## config.mk

```make
export PLATFORM = sky130hd
export DESIGN_NAME = bitmask_arbiter_flat
export DESIGN_NICKNAME = d
export VERILOG_FILES = /design/src/rtl/bitmask_arbiter_if.sv /design/src/rtl/bitmask_arbiter.sv /design/src/flat_wrapper.sv
export SDC_FILE = /design/constraint.sdc
export NUM_CORES = 1
export LEC_CHECK = 0
export ABC_AREA = 1
export CORE_UTILIZATION = 40
export DETAILED_ROUTE_END_ITERATION = 8
export RECOVER_POWER = 100
export SLEW_MARGIN = 20
export SYNTH_ARGS = -nofsm -noshare
export SYNTH_HDL_FRONTEND = slang
export SYNTH_SLANG_ARGS = --single-unit
```

## constraint.sdc

```tcl
create_clock -name clk -period 11.7 [get_ports clk]
set_clock_uncertainty 0.2 [all_clocks]
set_input_delay 1.17 -clock clk [delete_from_list [all_inputs] [get_ports clk]]
set_output_delay 1.17 -clock clk [all_outputs]
set_load 0.01 [all_outputs]
```

## src/rtl/bitmask_arbiter_if.sv

```systemverilog
// rtl/bitmask_arbiter_if.sv - request/response bundle between two requesters and the bitmask arbiter
//
// Purpose: carries the per-requester request handshake with its encoding fields
// (immn/imms/immr/tag) and the per-requester response handshake with its
// decoded masks.
// Ports (signals): rq_valid/rq_ready, rq_immn, rq_imms, rq_immr, rq_tag,
//                  rs_valid/rs_ready, rs_wmask, rs_tmask, rs_tag, rs_illegal.
// Modports: master = requester side, slave = arbiter side.
interface bitmask_arbiter_if #(
  parameter int M     = 64,
  parameter int TAG_W = 6
);
  logic [1:0]            rq_valid;
  logic [1:0]            rq_ready;
  logic [1:0]            rq_immn;
  logic [1:0][5:0]       rq_imms;
  logic [1:0][5:0]       rq_immr;
  logic [1:0][TAG_W-1:0] rq_tag;

  logic [1:0]            rs_valid;
  logic [1:0]            rs_ready;
  logic [1:0][M-1:0]     rs_wmask;
  logic [1:0][M-1:0]     rs_tmask;
  logic [1:0][TAG_W-1:0] rs_tag;
  logic [1:0]            rs_illegal;

  modport master (
    output rq_valid, rq_immn, rq_imms, rq_immr, rq_tag, rs_ready,
    input  rq_ready, rs_valid, rs_wmask, rs_tmask, rs_tag, rs_illegal
  );

  modport slave (
    input  rq_valid, rq_immn, rq_imms, rq_immr, rq_tag, rs_ready,
    output rq_ready, rs_valid, rs_wmask, rs_tmask, rs_tag, rs_illegal
  );
endinterface

```

## src/rtl/bitmask_arbiter.sv

```systemverilog
// rtl/bitmask_arbiter.sv - two-requester round-robin front end for one shared bitmask decoder
//
// Purpose: accepts at most one request per cycle from requester 0 (logical
// immediate) or requester 1 (bitfield), decodes it from stage register S1 in a
// single shared decoder, and returns wmask/tmask/illegal/tag through a
// per-requester response register R[i]. Results leave S1 strictly in order.
// Ports:
//   clk    - clock
//   rst_n  - asynchronous active-low reset
//   flush  - drops S1 and both response registers, blocks acceptance
//   bus    - bitmask_arbiter_if slave modport (request and response handshakes)
// Parameter M must be 32 or 64.
module bitmask_arbiter #(
  parameter int M     = 64,
  parameter int TAG_W = 6
) (
  input  logic             clk,
  input  logic             rst_n,
  input  logic             flush,
  bitmask_arbiter_if.slave bus
);

  // Stage 1
  logic             s1_valid;
  logic             s1_owner;
  logic             s1_immn;
  logic [5:0]       s1_imms;
  logic [5:0]       s1_immr;
  logic [TAG_W-1:0] s1_tag;

  // Response registers
  logic [1:0]            r_valid;
  logic [1:0][M-1:0]     r_wmask;
  logic [1:0][M-1:0]     r_tmask;
  logic [1:0][TAG_W-1:0] r_tag;
  logic [1:0]            r_illegal;

  // Last granted requester; reset to 1 so requester 0 wins the first tie.
  logic ptr;

  logic       grant;
  logic [1:0] rq_ready_c;
  logic       accept;
  logic       s1_move;
  logic       s1_adv;

  // Decoder
  logic         immediate;
  logic [6:0]   len_src;
  logic [2:0]   dec_len;
  logic         dec_any;
  logic [5:0]   levels;
  logic [5:0]   s_val;
  logic [5:0]   r_val;
  logic [5:0]   d_val;
  logic [5:0]   pos;
  logic [M-1:0] dec_wmask;
  logic [M-1:0] dec_tmask;
  logic         dec_illegal;

  assign immediate = (s1_owner == 1'b0);

  // Element-relative formulation of DecodeBitMasks: bit j sits at position
  // pos = j mod esize inside its element. The rotated welem bit is set when
  // (pos + R) mod esize <= S, and telem is set when pos <= d. Replication
  // across the M-bit word falls out of using pos instead of j.
  always_comb begin
    len_src   = {s1_immn, ~s1_imms};
    dec_len   = 3'd0;
    dec_any   = 1'b0;
    for (int b = 0; b < 7; b++) begin
      if (len_src[b]) begin
        dec_len = 3'(b);
        dec_any = 1'b1;
      end
    end
    levels    = 6'((7'd1 << dec_len) - 7'd1);
    s_val     = s1_imms & levels;
    r_val     = s1_immr & levels;
    d_val     = (s_val - r_val) & levels;
    pos       = 6'd0;
    dec_wmask = '0;
    dec_tmask = '0;
    for (int j = 0; j < M; j++) begin
      pos          = 6'(j) & levels;
      dec_wmask[j] = (((pos + r_val) & levels) <= s_val);
      dec_tmask[j] = (pos <= d_val);
    end
    dec_illegal = !dec_any || (dec_len == 3'd0) ||
                  ((32'd1 << dec_len) > 32'(M)) ||
                  (immediate && (s_val == levels));
  end

  // S1 drains into R[owner] when that register is empty or being consumed.
  assign s1_move = s1_valid && (!r_valid[s1_owner] || bus.rs_ready[s1_owner]);
  assign s1_adv  = !s1_valid || s1_move;

  always_comb begin
    case (bus.rq_valid)
      2'b01:   grant = 1'b0;
      2'b10:   grant = 1'b1;
      default: grant = ~ptr;
    endcase
  end

  // rst_n gates ready so nothing can look accepted while reset is held.
  always_comb begin
    rq_ready_c = 2'b00;
    if (rst_n && !flush && s1_adv) begin
      rq_ready_c[grant] = 1'b1;
    end
  end

  assign accept       = |(bus.rq_valid & rq_ready_c);
  assign bus.rq_ready = rq_ready_c;

  always_ff @(posedge clk or negedge rst_n) begin
    if (!rst_n) begin
      ptr       <= 1'b1;
      s1_valid  <= 1'b0;
      s1_owner  <= 1'b0;
      s1_immn   <= 1'b0;
      s1_imms   <= '0;
      s1_immr   <= '0;
      s1_tag    <= '0;
      r_valid   <= '0;
      r_wmask   <= '0;
      r_tmask   <= '0;
      r_tag     <= '0;
      r_illegal <= '0;
    end else if (flush) begin
      s1_valid <= 1'b0;
      r_valid  <= '0;
    end else begin
      if (accept) begin
        ptr      <= grant;
        s1_valid <= 1'b1;
        s1_owner <= grant;
        s1_immn  <= bus.rq_immn[grant];
        s1_imms  <= bus.rq_imms[grant];
        s1_immr  <= bus.rq_immr[grant];
        s1_tag   <= bus.rq_tag[grant];
      end else if (s1_move) begin
        s1_valid <= 1'b0;
      end
      for (int i = 0; i < 2; i++) begin
        if (s1_move && (s1_owner == 1'(i))) begin
          r_valid[i]   <= 1'b1;
          r_wmask[i]   <= dec_illegal ? '0 : dec_wmask;
          r_tmask[i]   <= dec_illegal ? '0 : dec_tmask;
          r_tag[i]     <= s1_tag;
          r_illegal[i] <= dec_illegal;
        end else if (bus.rs_ready[i]) begin
          r_valid[i] <= 1'b0;
        end
      end
    end
  end

  assign bus.rs_valid   = r_valid;
  assign bus.rs_wmask   = r_wmask;
  assign bus.rs_tmask   = r_tmask;
  assign bus.rs_tag     = r_tag;
  assign bus.rs_illegal = r_illegal;

endmodule

```

## src/flat_wrapper.sv

```systemverilog
// flat-port wrapper written by rule: the top's interface ports become plain ports
module bitmask_arbiter_flat 
#(
  parameter int M     = 64,
  parameter int TAG_W = 6
)
  (clk, rst_n, flush, bus_rq_valid, bus_rq_immn, bus_rq_imms, bus_rq_immr, bus_rq_tag, bus_rs_ready, bus_rq_ready, bus_rs_valid, bus_rs_wmask, bus_rs_tmask, bus_rs_tag, bus_rs_illegal);
  bitmask_arbiter_if #(.M(M), .TAG_W(TAG_W)) bus_i ();
  input  logic clk;
  input  logic rst_n;
  input  logic flush;
  input wire logic [$bits(bus_i.rq_valid)-1:0] bus_rq_valid;
  input wire logic [$bits(bus_i.rq_immn)-1:0] bus_rq_immn;
  input wire logic [$bits(bus_i.rq_imms)-1:0] bus_rq_imms;
  input wire logic [$bits(bus_i.rq_immr)-1:0] bus_rq_immr;
  input wire logic [$bits(bus_i.rq_tag)-1:0] bus_rq_tag;
  input wire logic [$bits(bus_i.rs_ready)-1:0] bus_rs_ready;
  output wire logic [$bits(bus_i.rq_ready)-1:0] bus_rq_ready;
  output wire logic [$bits(bus_i.rs_valid)-1:0] bus_rs_valid;
  output wire logic [$bits(bus_i.rs_wmask)-1:0] bus_rs_wmask;
  output wire logic [$bits(bus_i.rs_tmask)-1:0] bus_rs_tmask;
  output wire logic [$bits(bus_i.rs_tag)-1:0] bus_rs_tag;
  output wire logic [$bits(bus_i.rs_illegal)-1:0] bus_rs_illegal;
  assign bus_i.rq_valid = bus_rq_valid;
  assign bus_i.rq_immn = bus_rq_immn;
  assign bus_i.rq_imms = bus_rq_imms;
  assign bus_i.rq_immr = bus_rq_immr;
  assign bus_i.rq_tag = bus_rq_tag;
  assign bus_i.rs_ready = bus_rs_ready;
  assign bus_rq_ready = bus_i.rq_ready;
  assign bus_rs_valid = bus_i.rs_valid;
  assign bus_rs_wmask = bus_i.rs_wmask;
  assign bus_rs_tmask = bus_i.rs_tmask;
  assign bus_rs_tag = bus_i.rs_tag;
  assign bus_rs_illegal = bus_i.rs_illegal;
  bitmask_arbiter #(.M(M), .TAG_W(TAG_W)) u_core (.clk(clk), .rst_n(rst_n), .flush(flush), .bus(bus_i));
endmodule
```

[After elaboration in Yosys (flattened, before gate mapping)]
Index checks and enable logic that the tools add are counted.
Word-level totals
  register bits after elaboration: 294
  word-level logic and storage cells: 354
Operators by class
  $add $sub $neg: 65
  order comparisons: 132
  equal/unequal tests: 3
  shifts and indexed selects: 2
  muxes and demuxes: 39
  bitwise gates (word level): 72
  reductions and logical operators: 24
Operator list (count)
  6-bit less-or-equal comparator: 96
  6-bit bitwise AND: 67
  6-bit adder: 32
  64-bit two-way mux: 2
  5-bit by 6-bit adder with 6-bit output: 16
  5-bit by 6-bit less-or-equal comparator with 1-bit output: 16
  4-bit by 6-bit adder with 6-bit output: 8
  4-bit by 6-bit less-or-equal comparator with 1-bit output: 8
  6-bit two-way mux: 6
  32-bit by 7-bit greater-than comparator with 1-bit output, second input constant: 1
  1-bit by 3-bit << shifter with 32-bit output, first input constant: 1
  3-bit by 6-bit adder with 6-bit output: 4
  3-bit by 6-bit less-or-equal comparator with 1-bit output: 4
  1-bit two-way mux: 22
  3-bit two-way mux: 5
  2-bit by 6-bit adder with 6-bit output: 2
  2-bit by 6-bit less-or-equal comparator with 1-bit output: 2
  3-bit nonzero test: 3
  1-bit logical AND: 7
  1-bit by 6-bit adder with 6-bit output: 1
  6-bit == test: 1
  1-bit by 6-bit less-or-equal comparator with 1-bit output: 1
  1-bit by 6-bit less-or-equal comparator with 1-bit output, first input constant: 1
  6-bit NOT: 1
  17 further kinds: 30

[Depth between registers and ports, before layout]
Gate-level depths: netlist (run 1).
  depth after elaboration: 14
  mapped depth: 31

[Worst setup path before layout (run 1)]
OpenSTA, ideal clock, no wires.
  path type: reg-to-reg
  start: reg u_core.s1_immn
  end: reg u_core.r_wmask, in the netlist u_core.bus.rs_wmask[31]
  setup time: 83 ps
  arrival time: 3889 ps
  data required time: 11417 ps
  path slack: 7528 ps
  stages on the path, launching flop included: 26
  path buffers: 2
  cell sequence: dfrtp_1 -> buf_4 -> inv_2 -> nand3_4 -> nor2_1 -> nand2_2 -> ha_1 -> clkbuf_1 -> nor2_1 -> ha_1 -> inv_1 -> nand2_2 -> inv_1 -> nand2_1 -> nand2_1 -> nand2_1 -> nor2_1 -> ha_1 -> nand2_1 -> inv_1 -> a221o_1 -> a21oi_1 -> nor2_1 -> o22ai_1 -> nand2_1 -> o21ai_0
Between the ends
  word-level cells in the longest chain between the ends: 8
  elaborated cells between the ends (all ways): 19
  those cells by class: add/sub: 2; order compare: 2; eq/ne: 1; shift: 2; mux: 3; bitwise: 3; reduce/logical: 6
RTL lines
  from (decl): RTL line bitmask_arbiter.sv:26  | logic s1_immn;
  from (signal assigned): RTL line bitmask_arbiter.sv:139  | s1_immn <= bus.rq_immn[grant];
  3-bit two-way mux: RTL line bitmask_arbiter.sv:72  | if (len_src[b]) begin
  1-bit by 3-bit << shifter with 6-bit output: RTL line bitmask_arbiter.sv:77  | levels = 6'((7'd1 << dec_len) - 7'd1);
  6-bit by 1-bit subtractor with 6-bit output: RTL line bitmask_arbiter.sv:77
  6-bit bitwise AND, on equally long branches: RTL line bitmask_arbiter.sv:79, bitmask_arbiter.sv:78
  5-bit by 6-bit adder with 6-bit output / 6-bit == test (equally long branches): RTL line bitmask_arbiter.sv:86, bitmask_arbiter.sv:91
  6-bit bitwise AND / 1-bit logical AND (equally long branches): RTL line bitmask_arbiter.sv:86, bitmask_arbiter.sv:91
  6-bit less-or-equal comparator / 1-bit logical OR (equally long branches): RTL line bitmask_arbiter.sv:86, bitmask_arbiter.sv:90
  64-bit two-way mux (*): RTL line bitmask_arbiter.sv:149  | r_wmask[i] <= dec_illegal ? '0 : dec_wmask;
  to (signal, indexed assignment): RTL line bitmask_arbiter.sv:149
  to (decl): RTL line bitmask_arbiter.sv:33  | logic [1:0][M-1:0] r_wmask;
Every way passes the cells marked *; elsewhere a longest branch is shown, timed or not.
A chain may end at the register's enable or synchronous reset.

[Worst setup path in the final report (run 1)]
  start: reg u_core.s1_immn
  end: reg u_core.r_wmask, in the netlist u_core.bus.rs_wmask[117]
Between the ends
  word-level cells in the longest chain between the ends: 8
  elaborated cells between the ends (all ways): 19
  those cells by class: add/sub: 2; order compare: 2; eq/ne: 1; shift: 2; mux: 3; bitwise: 3; reduce/logical: 6
RTL lines (RTL line)
  3-bit two-way mux: bitmask_arbiter.sv:72
  1-bit by 3-bit << shifter with 6-bit output: bitmask_arbiter.sv:77
  6-bit by 1-bit subtractor with 6-bit output: bitmask_arbiter.sv:77
  6-bit bitwise AND, on equally long branches: bitmask_arbiter.sv:79, bitmask_arbiter.sv:78
  6-bit adder / 6-bit == test (equally long branches): bitmask_arbiter.sv:86, bitmask_arbiter.sv:91
  6-bit bitwise AND / 1-bit logical AND (equally long branches): bitmask_arbiter.sv:86, bitmask_arbiter.sv:91
  6-bit less-or-equal comparator / 1-bit logical OR (equally long branches): bitmask_arbiter.sv:86, bitmask_arbiter.sv:90
  64-bit two-way mux (*): bitmask_arbiter.sv:149
Marks and branches as above.

==> results by group, run 1 <==
Run status
  – Status: complete, but fails checks
  – Failing checks: max-capacitance violations, max-slew violations

Final layout
  – Commonest cells after routing, fill and taps aside: 786 x nand2_1, 293 x dfrtp_1, 276 x dlygate4sd3_1
  – Nets@finish: approximately 2800
  – Leading cell type in the layout, fill and taps excluded: nand2_1
  – ANT cells: 0
  – Area growth syn-to-layout: 25.9%
  – Layout cells sized above 1: about 3.1%

Worst setup path
  – Crit path top cell by count: nor2_1
  – CP arrival: approximately 8.4 ns
  – Startpoint types: register
  – Worst Path Buf+Inv: 7
  – Critical Path Sink Type: register
  – Slowest Stage Delay on Critical Path: between 2 and 2.5 ns
  – WS Path Type: register to register
  – Delay-heaviest family, CP: buffers and inverters
  – Critical Path Fanout Max: 67
  – Critical-path top delay cell: clkbuf_1
  – Required time of the worst setup path: between 10 and 15 ns

Global route
  – Tot GR Track Use: between 20% and 30%
  – Initial antenna violation count: 2
  – Largest net degree at the start of global routing: roughly 160
  – First-pass GRT wire length: around 95000 µm
  – Vias in the first global route: roughly 16000
  – Overflow after GRT: 0

Floorplanning
  – Die ar.: 44800 µm²
  – Rows: between 70 and 80
  – Die H: 212 µm
  – # IOs: ~320
  – Initial Util: 40.7%
  – Die Width: 212 µm
  – CORE AREA: 43300 µm²

STA
  – Slew @ Worst Pin: about 4.8 ns
  – Post-layout min period: 8.23 ns
  – Fmax: between 100 and 150 MHz
  – Worst relative slew slack: -220%
  – Hold Vio Cnt, Final: 0
  – Hold slack final: 0.274 ns
  – Fin. max-slew vios: between 500 and 600
  – Final worst setup slack: around 3.5 ns
  – RSZ-0062 raised after global routing: no
  – Setup Viol. Count Final: 0
  – Final worst-path cycle share: slightly above 70%
  – Post-Route Setup TNS: 0 ns

Yosys
  – Cells after Synth: between 2000 and 2500
  – Post-synthesis xor/xnor area fraction: between 2 and 2.5%
  – Area fraction of the dominant cell type after synthesis: between 40% and 50%
  – Yosys cell types: 50
  – Mapped Nets: 2533
  – Avg Cell Area, Syn: ~7.5 µm²
  – Compound-Gate Fraction of Synth Area: between 10% and 20%
  – Multiplexer share of the synthesized area: 0%
  – Synthesized area: ~18000 µm²
  – Synthesis-stage register bit count: approximately 300
  – Register area share after synthesis: a little over two fifths
  – Largest family of logic cells by synthesized area: simple AND/OR/NAND/NOR gates
  – Yosys warns: 0
  – Adder-cell area share of the yosys netlist: approximately a tenth
  – Synth Area in Simple Gates: 26.6%
  – Main area contributors after synthesis: dfrtp_1 42%, nand2_1 17%, ha_1 9.4%
  – Largest area contributor in the netlist: dfrtp_1

Routing
  – DR iter-0 viols: approximately 1500
  – First-pass DRT Iterations: 5
  – DRC Markers: 0
  – DRT Wirelength: about 63000 µm
  – Via count of the routed design: approximately 17000
  – Routed vias/inst: around 5.2
  – Routed WL per cell: 19.5 µm
  – Post-route ant nets: 0

Clock network
  – Clock Pin Slew Worst Setup and Hold Paths: 0.06 ns
  – Hold Buf Count CTS: 0
  – CTS tree: yes
  – Later-pin clock latency in the skew report: ~0.55 ns
  – Resized cells post-CTS: 0
  – Clk sinks: 294
  – Post-CTS setup repair buffer count: 0
  – TritonCTS buffer count: 34
  – Clock buffer depth: 3
  – H-tree levels: 2
  – Root Driver: clkbuf_16

Placement
  – Port bufs: 318
  – Placer Congestion: about 0.94
  – Hpwl dp: 47600 µm
  – Post-place setup slack: about 5.9 ns

Hold path
  – Hold crit path type: register to register

Job
  – MaxCap Viol Count: 8
-- kinds of logic (layout without fill, tap and decap cells) --
kind of cell | after synthesis | in the layout
and+or+nand+nor | 1159 | 1159
DFF | 294 | 294
xor gates and xnor gates | 44 | 44
AOI/OAI and AO/OA | 400 | 400
buffers and inverters | 325 | 616
adders and majority gates | 133 | 133
-- cell type report --
class / instances / area, µm²
Inverter: 222 / 847
Multi-Input combinational cell: 1736 / 8850
Clock inverter: 9 / 81.3
Fill cell: 4316 / 21100
Clock buffer: 50 / 992
Sequential cell: 294 / 7360
Tap cell: 585 / 732
Timing Repair Buffer: 335 / 3290
-- layer usage --
metal,up-vias,track usage [%],part of all wire [%]
li1,8139,-,-
met1,8059,40.3,47
met2,525,43.6,45
met3,74,3.86,5.6
met4,0,6.92,2.2
met5,-,0,0
-- worst reg2reg max path, delay by kind of cell (launching register included) --
family / cells / cell delay (ns)
AND/OR/NAND/NOR: 11 / 2.34
XOR/XNOR: 2 / 0.53
AO/OA/AOI/OAI: 4 / 0.80
buffers and inverters: 7 / 3.00
adder cells (fa/ha/maj): 2 / 0.74
flip-flops: 1 / 0.47
-- synthesized netlist by cell type, drive strengths merged --
cell     number
dfstp         1
clkinv        3
o21bai        4
nand4         5
o2111ai       1
nand3       120
a31oi        23
a21o          4
nand3b        2
dfrtp       293
o22ai        40
nor2        231
a21oi        81
a211oi        3
xnor2         2
inv         219
o211ai        3
clkbuf       76
o21ai       226
nor3          9
nand2       792
o31ai         5
fa            1
xor2         42
buf          27
o21a          2
ha          132
o221ai        3
a22o          1
a221o         4
-- path summary, 6_finish.rpt --
path / start / end / slack (ns) / cells after the start
max reg2reg: u_core.s1_immn / u_core.bus.rs_wmask[117] / 3.47 / 26
max: u_core.s1_immn / u_core.bus.rs_wmask[117] / 3.47 / 26
max in group asynchronous: rst_n / u_core.s1_immr[4] / 4.99 / 2
min in group asynchronous: rst_n / u_core.bus.rs_tmask[1] / 2.16 / 1
min reg2reg: u_core.bus.rs_wmask[69] / u_core.bus.rs_wmask[69] / 0.27 / 2
min: u_core.bus.rs_wmask[69] / u_core.bus.rs_wmask[69] / 0.27 / 2
-- metrics by stage --
step                instances  cell area [µm²]  util (%)
finish                   3231            22200      51.2
global route             3231            22200      51.2
CTS                      3231            22300      51.5
detailed placement       3172            21200      49.1
global placement         3172            21200      49.1
floorplan                2355            17600         -
-- flip-flops by register name, summed over array words and instances, names as in the netlist, 2 cells and up --
register and flops:
u_core.s1_immr 6, u_core.bus.rs_wmask 128, u_core.bus.rs_tag 12, u_core.s1_tag 6, u_core.bus.rs_tmask 128, u_core.s1_imms 6, u_core.bus.rs_valid 2, u_core.bus.rs_illegal 2
Power of run 1 is left out: the tool's default activity adds up to more than one toggle a clock period on the data nets, which glitch-free logic cannot reach.
==> run 2: changes to the inputs <==
==> constraint.sdc (replaced) <==
create_clock -name clk -period 8 [get_ports clk]
set_clock_uncertainty 0.2 [all_clocks]
set_input_delay 0.8 -clock clk [delete_from_list [all_inputs] [get_ports clk]]
set_output_delay 0.8 -clock clk [all_outputs]
set_load 0.01 [all_outputs]
==> run 2 against run 1 <==
Against the previous run:
- the flow still finishes with violations (max-capacitance violations, max-slew violations)
- count of clock-buffer cells in the layout is 1 higher
- global-route usage is 0.53 points higher
- cell area is 0.62% higher
- non-clock buffer count is 3 lower
- first-iteration DRC count is 2.8% lower
- setup slack worse by 1.8 ns
- via count is 0.48% higher
- sequential cell count stayed put
- cell count hardly changed
- largest cell class unchanged
==> results by group, run 2 (same netlist as run 1, synthesis figures left out) <==
Clock network
  – Root Driver: clkbuf_16 (unchanged)
  – Post-CTS setup repair buffer count: 0 (unchanged)
  – TritonCTS buffer count: 34 (unchanged)
  – Clock buffer depth: 3 (unchanged)
  – Clock Pin Slew Worst Setup and Hold Paths: 0.06 ns (about the same)
  – H-tree levels: 2 (unchanged)
  – Resized cells post-CTS: 0 (unchanged)
  – CTS tree: yes (unchanged)
  – Clk sinks: 294 (unchanged)
  – Later-pin clock latency in the skew report: 0.56 ns (was 0.55 ns)
  – Hold Buf Count CTS: 0 (unchanged)

Final layout
  – Leading cell type in the layout, fill and taps excluded: nand2_1 (unchanged)
  – Layout cells sized above 1: 3.56% (was 3.14%)
  – Design area: 22300 µm² (was 22200 µm²)
  – ANT cells: 0 (unchanged)
  – Nets@finish: 2798 (was 2801)
  – Area growth syn-to-layout: 26.7% (was 25.9%)
  – Commonest cells after routing, fill and taps aside: 782 x nand2_1, 293 x dfrtp_1, 277 x dlygate4sd3_1 (was 786 x nand2_1, 293 x dfrtp_1, 276 x dlygate4sd3_1)

STA
  – Final worst setup slack: 1.64 ns (was 3.47 ns)
  – Hold slack final: 0.00776 ns (was 0.274 ns)
  – Fin. max-slew vios: 409 (was 548)
  – Post-Route Setup TNS: 0 ns (unchanged)
  – Slew @ Worst Pin: 3.24 ns (was 4.80 ns)
  – RSZ-0062 raised after global routing: no (unchanged)
  – Hold Vio Cnt, Final: 0 (unchanged)
  – Setup Viol. Count Final: 0 (unchanged)
  – Fmax: 157 MHz
  – Final worst-path cycle share: about 79%
  – Worst relative slew slack: -116% (was -220%)
  – Post-layout min period: roughly 6.4 ns

Floorplanning
  – Initial Util: 40.7% (unchanged)
  – Die Width: 212 µm (unchanged)
  – Rows: 76 (unchanged)
  – # IOs: 319 (unchanged)
  – Die ar.: 44800 µm² (unchanged)
  – CORE AREA: 43300 µm² (unchanged)
  – Die H: 212 µm (unchanged)

Placement
  – Hpwl dp: 47900 µm (was 47600 µm)
  – Post-place setup slack: 2.71 ns (was 5.89 ns)
  – Area post-placement: 21200 µm² (about the same)
  – Port bufs: 318 (unchanged)
  – Placer Congestion: 0.971 (was 0.942)

Global route
  – Initial antenna violation count: 0 (was 2)
  – First-pass GRT wire length: 97000 µm (was 95400 µm)
  – Overflow after GRT: 0 (unchanged)
  – Vias in the first global route: 16100 (was 15900)
  – Largest net degree at the start of global routing: 159 (was 161)
  – Tot GR Track Use: 28.4% (was 27.9%)

Routing
  – Routed WL per cell: 19.6 µm (was 19.5 µm)
  – First-pass DRT Iterations: 5 (unchanged)
  – Via count of the routed design: 16900 (was 16800)
  – DR iter-0 viols: 1417 (was 1458)
  – Routed vias/inst: 5.23 (was 5.20)
  – Post-route ant nets: 0 (unchanged)
  – DRC Markers: 0 (unchanged)
  – DRT Wirelength: 63200 µm (was 62900 µm)

Run status
  – Failing checks: max-capacitance violations, max-slew violations (unchanged)
  – Status: complete, but fails checks (unchanged)

Worst setup path
  – CP arrival: 6.47 ns (was 8.44 ns)
  – Startpoint types: input pin (was register)
  – Critical Path Sink Type: register (unchanged)
  – Critical Path Fanout Max: 120 (was 67)
  – Required time of the worst setup path: 8.11 ns (was 11.90 ns)
  – WS Path Type: input pin to register (was register to register)

Hold path
  – Hold crit path type: input pin to async pin (was register to register)

Job
  – MaxCap Viol Count: 6 (was 8)
[run 2: path summary, 6_finish.rpt]
kind,start,to,slack [ns],depth (start not counted)
min in group clk,u_core.bus.rs_tmask[26],u_core.bus.rs_tmask[26],0.27,2
hold reg to reg,u_core.bus.rs_tmask[26],u_core.bus.rs_tmask[26],0.27,2
setup / recovery,bus_rs_ready[1],u_core.bus.rs_wmask[100],1.64,10
setup reg to reg,u_core.s1_imms[4],u_core.bus.rs_tmask[127],1.70,20
hold / removal,rst_n,u_core.bus.rs_tmask[29],0.008,1
max in group asynchronous,rst_n,u_core.bus.rs_wmask[49],3.94,3
[run 2: worst max-delay path: stages]
cell           delay (ns)
dlygate4sd3_1        0.52
inv_1                0.04
nand2_1              0.07
nand2_1              0.07
nor3_1               0.15
clkbuf_1             2.05
inv_6                0.86
clkbuf_2             1.32
nand2_1              0.33
o21ai_0              0.14
[run 2: cell type report]
class,count,area (µm²)
Inverter,222,847
Timing Repair Buffer,332,3280
Tap cell,585,732
Clock buffer,51,1040
Clock inverter,9,166
Sequential cell,294,7360
Multi-Input combinational cell,1736,8870
Fill cell,4222,21000
[run 2: layer usage]
metal	up-vias	track usage, %	part of all wire [%]
met5	-	0	0
li1	8147	-	-
met2	547	43.8	44
met4	0	7.90	2.6
met3	90	3.98	5.8
met1	8094	41.3	47
[run 2: per-stage QoR]
stage               std cells  util (%)
floorplan                2355         -
global placement         3169      49.0
detailed placement       3169      49.0
CTS                      3229      51.8
global route             3229      51.5
finish                   3229      51.5
Power of run 2 is left out for the same reason.
